<file path="config.mk">
export PLATFORM = sky130hd
export DESIGN_NAME = step_scan_ctrl
export DESIGN_NICKNAME = d
export VERILOG_FILES = /design/src/rtl/step_scan_ctrl.sv
export SDC_FILE = /design/constraint.sdc
export NUM_CORES = 1
export LEC_CHECK = 0
export CORE_UTILIZATION = 50
export DETAILED_ROUTE_END_ITERATION = 6
export DONT_BUFFER_PORTS = 1
export GPL_TIMING_DRIVEN = 0
export PLACE_DENSITY_LB_ADDON = 0.2
export SLEW_MARGIN = 20
export SYNTH_ARGS = -nofsm -noshare
export SYNTH_HDL_FRONTEND = slang
export SYNTH_SLANG_ARGS = --single-unit
export TNS_END_PERCENT = 100
</file>
<file path="constraint.sdc">
create_clock -name clk -period 8.5 [get_ports clk]
set_clock_uncertainty 0.05 [all_clocks]
set_input_delay 1.7 -clock clk [delete_from_list [all_inputs] [get_ports clk]]
set_output_delay 1.7 -clock clk [all_outputs]
set_load 0.03 [all_outputs]
</file>
<file path="src/rtl/step_scan_ctrl.sv">
// Stepped DAC scan sequencer: per step writes DAC address and code, waits for settling,
// runs the external counter, then snapshots counter values for readout. STEP_TIMEOUT_EN adds a RUN watchdog.
module step_scan_ctrl #(
  parameter logic [7:0]  DAC_ADDR       = 8'h01,
  parameter logic [31:0] TIMEOUT_CYCLES = 32'd50_000_000
) (
  input  logic        clk,
  input  logic        reset_n,
  input  logic        cfg_start,
  input  logic        cfg_abort,
  input  logic [7:0]  cfg_first_code,
  input  logic [7:0]  cfg_step,
  input  logic [7:0]  cfg_nsteps,
  input  logic [15:0] cfg_settle,
  input  logic        stop_step,
  input  logic [31:0] time_count,
  input  logic [31:0] ch1_count,
  input  logic [31:0] ch2_count,
  input  logic [31:0] ch3_count,
  input  logic [31:0] ch4_count,
  output logic [7:0]  dac_addr,
  output logic [7:0]  dac_wdata,
  output logic        addr_write,
  output logic        swrite,
  output logic        start_step,
  output logic        cread,
  input  logic [2:0]  snap_sel,
  output logic [31:0] snap_data,
  output logic        snap_valid,
  input  logic        snap_ack,
  output logic        busy,
  output logic        done,
  output logic [7:0]  step_idx,
  output logic        timeout_err
);

  typedef enum logic [3:0] {
    S_IDLE   = 4'd0,
    S_ADDR   = 4'd1,
    S_DATA   = 4'd2,
    S_SETTLE = 4'd3,
    S_RUN    = 4'd4,
    S_LATCH  = 4'd5,
    S_CAPT   = 4'd6,
    S_HOLD   = 4'd7,
    S_NEXT   = 4'd8,
    S_DONE   = 4'd9
  } state_t;

  state_t      state_q, state_d;
  logic [7:0]  code_q, code_d;
  logic [7:0]  step_q, step_d;
  logic [7:0]  nsteps_q, nsteps_d;
  logic [15:0] settle_q, settle_d;
  logic [15:0] settle_cnt_q, settle_cnt_d;
  logic [7:0]  step_idx_q, step_idx_d;
  logic        run_armed_q, run_armed_d;
  logic [31:0] snap_time_q, snap_time_d;
  logic [31:0] snap_ch1_q, snap_ch1_d;
  logic [31:0] snap_ch2_q, snap_ch2_d;
  logic [31:0] snap_ch3_q, snap_ch3_d;
  logic [31:0] snap_ch4_q, snap_ch4_d;
`ifdef STEP_TIMEOUT_EN
  logic [31:0] run_cnt_q, run_cnt_d;
  logic        timeout_err_q, timeout_err_d;
`endif

  always_ff @(posedge clk) begin
    if (!reset_n) begin
      state_q      <= S_IDLE;
      code_q       <= 8'h00;
      step_q       <= 8'h00;
      nsteps_q     <= 8'h00;
      settle_q     <= 16'h0000;
      settle_cnt_q <= 16'h0000;
      step_idx_q   <= 8'h00;
      run_armed_q  <= 1'b0;
      snap_time_q  <= 32'h0;
      snap_ch1_q   <= 32'h0;
      snap_ch2_q   <= 32'h0;
      snap_ch3_q   <= 32'h0;
      snap_ch4_q   <= 32'h0;
`ifdef STEP_TIMEOUT_EN
      run_cnt_q     <= 32'h0;
      timeout_err_q <= 1'b0;
`endif
    end else begin
      state_q      <= state_d;
      code_q       <= code_d;
      step_q       <= step_d;
      nsteps_q     <= nsteps_d;
      settle_q     <= settle_d;
      settle_cnt_q <= settle_cnt_d;
      step_idx_q   <= step_idx_d;
      run_armed_q  <= run_armed_d;
      snap_time_q  <= snap_time_d;
      snap_ch1_q   <= snap_ch1_d;
      snap_ch2_q   <= snap_ch2_d;
      snap_ch3_q   <= snap_ch3_d;
      snap_ch4_q   <= snap_ch4_d;
`ifdef STEP_TIMEOUT_EN
      run_cnt_q     <= run_cnt_d;
      timeout_err_q <= timeout_err_d;
`endif
    end
  end

  always_comb begin
    state_d      = state_q;
    code_d       = code_q;
    step_d       = step_q;
    nsteps_d     = nsteps_q;
    settle_d     = settle_q;
    settle_cnt_d = settle_cnt_q;
    step_idx_d   = step_idx_q;
    run_armed_d  = run_armed_q;
    snap_time_d  = snap_time_q;
    snap_ch1_d   = snap_ch1_q;
    snap_ch2_d   = snap_ch2_q;
    snap_ch3_d   = snap_ch3_q;
    snap_ch4_d   = snap_ch4_q;
`ifdef STEP_TIMEOUT_EN
    run_cnt_d     = run_cnt_q;
    timeout_err_d = timeout_err_q;
`endif

    // Abort wins over everything else, including a same-cycle ack or stop.
    if (state_q != S_IDLE && cfg_abort) begin
      state_d = S_IDLE;
    end else begin
      unique case (state_q)
        S_IDLE: begin
          if (cfg_start) begin
            code_d     = cfg_first_code;
            step_d     = cfg_step;
            nsteps_d   = cfg_nsteps;
            settle_d   = cfg_settle;
            step_idx_d = 8'h00;
`ifdef STEP_TIMEOUT_EN
            timeout_err_d = 1'b0;
`endif
            state_d = (cfg_nsteps == 8'h00) ? S_DONE : S_ADDR;
          end
        end
        S_ADDR: state_d = S_DATA;
        S_DATA: begin
          settle_cnt_d = 16'h0000;
          run_armed_d  = 1'b0;
`ifdef STEP_TIMEOUT_EN
          run_cnt_d = 32'h0;
`endif
          state_d = (settle_q == 16'h0000) ? S_RUN : S_SETTLE;
        end
        S_SETTLE: begin
          if (settle_cnt_q == settle_q - 16'd1) begin
            state_d = S_RUN;
          end else begin
            settle_cnt_d = settle_cnt_q + 16'd1;
          end
        end
        S_RUN: begin
          // The counter may still show the previous step's stop on the first cycle.
          run_armed_d = 1'b1;
          if (run_armed_q && stop_step) begin
            state_d = S_LATCH;
          end
`ifdef STEP_TIMEOUT_EN
          else if (run_cnt_q == TIMEOUT_CYCLES - 32'd1) begin
            state_d       = S_IDLE;
            timeout_err_d = 1'b1;
          end else begin
            run_cnt_d = run_cnt_q + 32'd1;
          end
`endif
        end
        S_LATCH: state_d = S_CAPT;
        S_CAPT: begin
          snap_time_d = time_count;
          snap_ch1_d  = ch1_count;
          snap_ch2_d  = ch2_count;
          snap_ch3_d  = ch3_count;
          snap_ch4_d  = ch4_count;
          state_d     = S_HOLD;
        end
        S_HOLD: begin
          if (snap_ack) begin
            step_idx_d = step_idx_q + 8'd1;
            state_d    = S_NEXT;
          end
        end
        S_NEXT: begin
          if (step_idx_q == nsteps_q) begin
            state_d = S_DONE;
          end else begin
            code_d  = code_q + step_q;
            state_d = S_ADDR;
          end
        end
        S_DONE: state_d = S_IDLE;
        default: state_d = S_IDLE;
      endcase
    end
  end

  assign busy       = (state_q != S_IDLE);
  assign done       = (state_q == S_DONE);
  assign addr_write = (state_q == S_ADDR);
  assign swrite     = (state_q == S_DATA);
  assign start_step = (state_q == S_RUN);
  assign cread      = (state_q == S_LATCH);
  assign snap_valid = (state_q == S_HOLD);
  assign dac_addr   = addr_write ? DAC_ADDR : 8'h00;
  assign dac_wdata  = swrite ? code_q : 8'h00;
  assign step_idx   = step_idx_q;

`ifdef STEP_TIMEOUT_EN
  assign timeout_err = timeout_err_q;
`else
  assign timeout_err = 1'b0;
`endif

  always_comb begin
    snap_data = 32'h0;
    unique case (snap_sel)
      3'd0:    snap_data = snap_time_q;
      3'd1:    snap_data = snap_ch1_q;
      3'd2:    snap_data = snap_ch2_q;
      3'd3:    snap_data = snap_ch3_q;
      3'd4:    snap_data = snap_ch4_q;
      default: snap_data = 32'h0;
    endcase
  end

endmodule

</file>
==> Flow_metrics.wiki, run 1 <==
{| class="wikitable"
! Metric !! Value
|-
| Most instantiated flip-flop cell in the synthesis netlist || sky130_fd_sc_hd__dfxtp_1
|-
| Global-route wire length before repair || 48500 um
|-
| Peak per-stage delay on the critical path || 760 ps
|-
| CTS Buffer Depth || 3
|-
| Setup_tns || 0 ps
|-
| Worst ir drop on vdd || 141 uV
|-
| Die extent in y || 151 um
|-
| Total Wirelength || 32500 um
|-
| Worst reg-to-reg path cell count || 7
|-
| CTS tree || done
|-
| Total Die Area || 22800 um2
|-
| Cells after Synth || 1391
|-
| Outcome || complete, no violations
|-
| Hold Fails Final Rpt || 0
|-
| Nets || 1647
|-
| Rel. slew slack || 27.4%
|-
| Initial core utilization || 50.9%
|-
| Share of synthesized area occupied by flip-flops and latches || 41.3%
|-
| Hold Slack || 411 ps
|-
| Type of the tightest min-delay check || register to register
|-
| Cells along the critical path || clkbuf_1 -> buf_1 -> mux2i_1 -> o21ai_0 -> a221o_1
|-
| Worst setup slack after placement || 2860 ps
|-
| Placeable core area || 21800 um2
|-
| Gr usage total || 27.8%
|-
| Hold_sp || snap_ch1_q[18]
|-
| Number of clock sinks || 229
|-
| Residual DRC count || 0
|-
| Number of vias per cell after detailed routing || 5.60
|-
| Clock network latency to the later pin of the worst-skew pair || 540 ps
|-
| Final min period || 5630 ps
|-
| Mean post-synth cell area || 7.98 um2
|-
| Number of hold-repair buffers added at the cts stage || 0
|-
| Startpoint of the worst register-to-register path || state_q[3]
|-
| Reg-to-Reg End || snap_ch2_q[11]
|-
| Power density relative to cell area || 236 nW/um2
|-
| CTS H-tree lvls || 1
|-
| Total of endpoints with negative setup slack in the final report || 0
|-
| Leading cell type in the layout, fill and taps excluded || sky130_fd_sc_hd__nand2_1
|-
| Via count of the first global-routing pass || 9116
|-
| Worst-Margin Slew || 1080 ps
|-
| Least setup slack across all paths after layout || 2870 ps
|-
| Portion of the clock cycle consumed by the worst path in the final layout || 66.2%
|-
| Number of CTS-inserted buffers || 26
|-
| Ratio of cells with drive above 1 in the final layout || 4.78%
|-
| Die Width || 151 um
|-
| Worst Setup Start Kind || input pin
|-
| Root buffer cell || sky130_fd_sc_hd__clkbuf_16
|-
| Number of iterations in the first detailed-routing pass || 5
|-
| Critical path type || input pin to output pin
|-
| RSZ-0062 raised after global routing || false
|-
| Number of nets with antenna violations after detailed routing || 0
|-
| Proportion of register bits with asynchronous set or reset after synthesis || 0%
|-
| RePlAce Congestion || 0.871
|-
| Iter 0 DRT Violations || 530
|-
| Post-synthesis register bit count || 229
|-
| I/O pins || 273
|-
| Netlist area before placement || 11100 um2
|-
| Register-to-register setup slack || 5260 ps
|-
| Final max-slew violation count || 0
|-
| Maximum number of pins on one net before global-route repair || 15
|-
| Post-cts repair resize count || 0
|-
| Worst-path fanout max || 10
|-
| Final core area utilization || 56.7%
|-
| Worst EP arrival || 3880 ps
|-
| Area growth from synthesis to final layout || 11.4%
|-
| Average wire per standard cell || 18.8 um
|-
| Category of the worst setup path capture point || output pin
|-
| Number of enable flip-flop cells after synthesis || 0
|-
| Overall via count from detail_route || 9666
|-
| Leak pwr || 4.30 nW
|-
| Max-cap check violation count || 0
|-
| Post-detailed-placement half-perimeter wirelength || 25100 um
|-
| Upper clock frequency limit || 178 MHz
|-
| Cell with the largest stage delay on the worst path || sky130_fd_sc_hd__buf_1
|-
| Antenna violations before repair || 1
|-
| Clock transition time at the flip-flop clock pins of the worst setup and hold paths || 60 ps
|-
| Area after detailed placement || 11500 um2
|-
| Final Cell Area || 12400 um2
|-
| Post-synthesis cell type count || 61
|-
| Number of placement rows || 54
|-
| Yosys warnings || 0
|-
| Hold Path End || snap_ch1_q[18]
|-
| Global route overflow || 0
|-
| Cell depth of the worst hold path || 2
|-
| Commonest cells after routing, fill and taps aside || 443 x sky130_fd_sc_hd__nand2_1, 229 x sky130_fd_sc_hd__dfxtp_1, 194 x sky130_fd_sc_hd__a21boi_0, 99 x sky130_fd_sc_hd__clkbuf_1, 46 x sky130_fd_sc_hd__o21ai_0
|-
| Number of setup buffers added after CTS || 0
|-
| Number of buffers added on ports || 0
|-
| Required @ worst endpoint || 6750 ps
|}
==> per-layer routing <==
layer | track usage (%) | routed length [um] | vias up | share of wire [%]
li1 | - | - | 4789 | -
met1 | 32.7 | 13300 | 4491 | 41
met2 | 48.4 | 15300 | 320 | 47
met3 | 7.35 | 2660 | 66 | 8.2
met4 | 10.2 | 1180 | 0 | 3.6
met5 | 0 | 0 | - | 0
==> power by group <==
part	switching [mW]	internal, mW
Sequential	0.0538	1.13
Clock	0.456	0.661
Combinational	0.387	0.224
==> state kept, by name, indices dropped and copies added, names as in the netlist <==
register and count:
nsteps_q 8, snap_time_q 32, step_q 8, code_q 8
step_idx 8, snap_ch2_q 32, snap_ch1_q 32, settle_cnt_q 16
snap_ch3_q 32, snap_ch4_q 32, settle_q 16, run_armed_q 1
state_q 4
==> Yosys cell counts, types with 3 or more instances <==
master | count | area share [%]
sky130_fd_sc_hd__nor3b_1 | 4 | 0.27
sky130_fd_sc_hd__o31ai_1 | 4 | 0.27
sky130_fd_sc_hd__or4_1 | 6 | 0.41
sky130_fd_sc_hd__and3_1 | 8 | 0.45
sky130_fd_sc_hd__a21oi_1 | 14 | 0.63
sky130_fd_sc_hd__a21o_1 | 3 | 0.20
sky130_fd_sc_hd__and2_1 | 14 | 0.79
sky130_fd_sc_hd__xnor2_1 | 24 | 1.9
sky130_fd_sc_hd__a221o_1 | 31 | 2.8
sky130_fd_sc_hd__nand2b_1 | 9 | 0.51
sky130_fd_sc_hd__mux2i_1 | 37 | 3.3
sky130_fd_sc_hd__buf_1 | 3 | 0.10
sky130_fd_sc_hd__o21ai_0 | 46 | 2.1
sky130_fd_sc_hd__nand3_1 | 15 | 0.68
sky130_fd_sc_hd__buf_4 | 9 | 0.61
sky130_fd_sc_hd__inv_1 | 13 | 0.44
sky130_fd_sc_hd__o211ai_1 | 4 | 0.27
sky130_fd_sc_hd__nor4_1 | 11 | 0.62
sky130_fd_sc_hd__or3_1 | 10 | 0.56
sky130_fd_sc_hd__nor3_1 | 23 | 1.0
sky130_fd_sc_hd__o22ai_1 | 3 | 0.17
sky130_fd_sc_hd__a21boi_0 | 194 | 13
sky130_fd_sc_hd__o211a_1 | 6 | 0.54
sky130_fd_sc_hd__nand4_1 | 7 | 0.39
sky130_fd_sc_hd__nor2b_1 | 6 | 0.34
sky130_fd_sc_hd__nand2_1 | 443 | 15
sky130_fd_sc_hd__o21ai_1 | 3 | 0.14
sky130_fd_sc_hd__clkbuf_1 | 97 | 3.3
sky130_fd_sc_hd__ha_1 | 11 | 1.2
sky130_fd_sc_hd__dfxtp_1 | 229 | 41
sky130_fd_sc_hd__xor2_1 | 25 | 2.0
sky130_fd_sc_hd__nor2_1 | 37 | 1.3
==> per-stage QoR <==
step | total power [mW] | std cells
final | 2.91 | 1725
after global routing | 3.04 | 1724
after CTS | 2.92 | 1723
after detailed placement | 1.81 | 1678
after global placement | 1.80 | 1678
after floorplan | 1.67 | 1398
==> final cells by class <==
cell class | instances | area, um2
Buffer | 112 | 470
Inverter | 13 | 48.8
Tap cell | 280 | 350
Fill cell | 2096 | 9460
Antenna cell | 2 | 5.00
Sequential cell | 229 | 4580
Multi-Input combinational cell | 1044 | 6040
Clock inverter | 9 | 100
Clock buffer | 36 | 768
==> worst max-delay path: cells and delay by family <==
family          cells  cell delay, ps
buf+inv             2            1160
compound gates      2             820
mux                 1             190
==> worst max path at each step <==
| stage | slack (ps) | end | start | depth (start not counted) |
|---|---|---|---|---|
| final | 2870 | snap_data[27] | snap_sel[1] | 5 |
| after global routing | 2750 | snap_data[27] | snap_sel[1] | 5 |
| after CTS | 2850 | snap_data[27] | snap_sel[1] | 5 |
| after detailed placement | 2860 | snap_data[27] | snap_sel[1] | 5 |
| after global placement | 2860 | snap_data[27] | snap_sel[1] | 5 |
| after floorplan | 3560 | snap_data[22] | snap_sel[1] | 6 |
==> cell families after synthesis <==
family          count (synthesis)  share of synthesized area (%)
flops                         229                           41.3
xor+xnor                       49                           3.86
fa+ha+maj                      12                           1.42
compound gates                324                           21.4
other cells                     1                         0.0338
mux                            38                           3.44
buf+inv                       125                           4.68
simple gates                  613                           23.9
No activity file was read; power rests on OpenSTA's default activity.
==> run 2: changes to the inputs <==
==> constraint.sdc (replaced) <==
create_clock -name clk -period 5.5 [get_ports clk]
set_clock_uncertainty 0.05 [all_clocks]
set_input_delay 1.1 -clock clk [delete_from_list [all_inputs] [get_ports clk]]
set_output_delay 1.1 -clock clk [all_outputs]
set_load 0.03 [all_outputs]
==> results of run 2 <==
Same layout as run 1 (identical final DEF). Status: complete, no violations.
Among the figures that moved: setup slack after placement 2860 ps -> 1060 ps; setup slack after layout 2870 ps -> 1070 ps; register-to-register setup slack 5260 ps -> 2260 ps; total power 2.91 mW -> 4.50 mW; worst IR drop on VDD 141 uV -> 217 uV
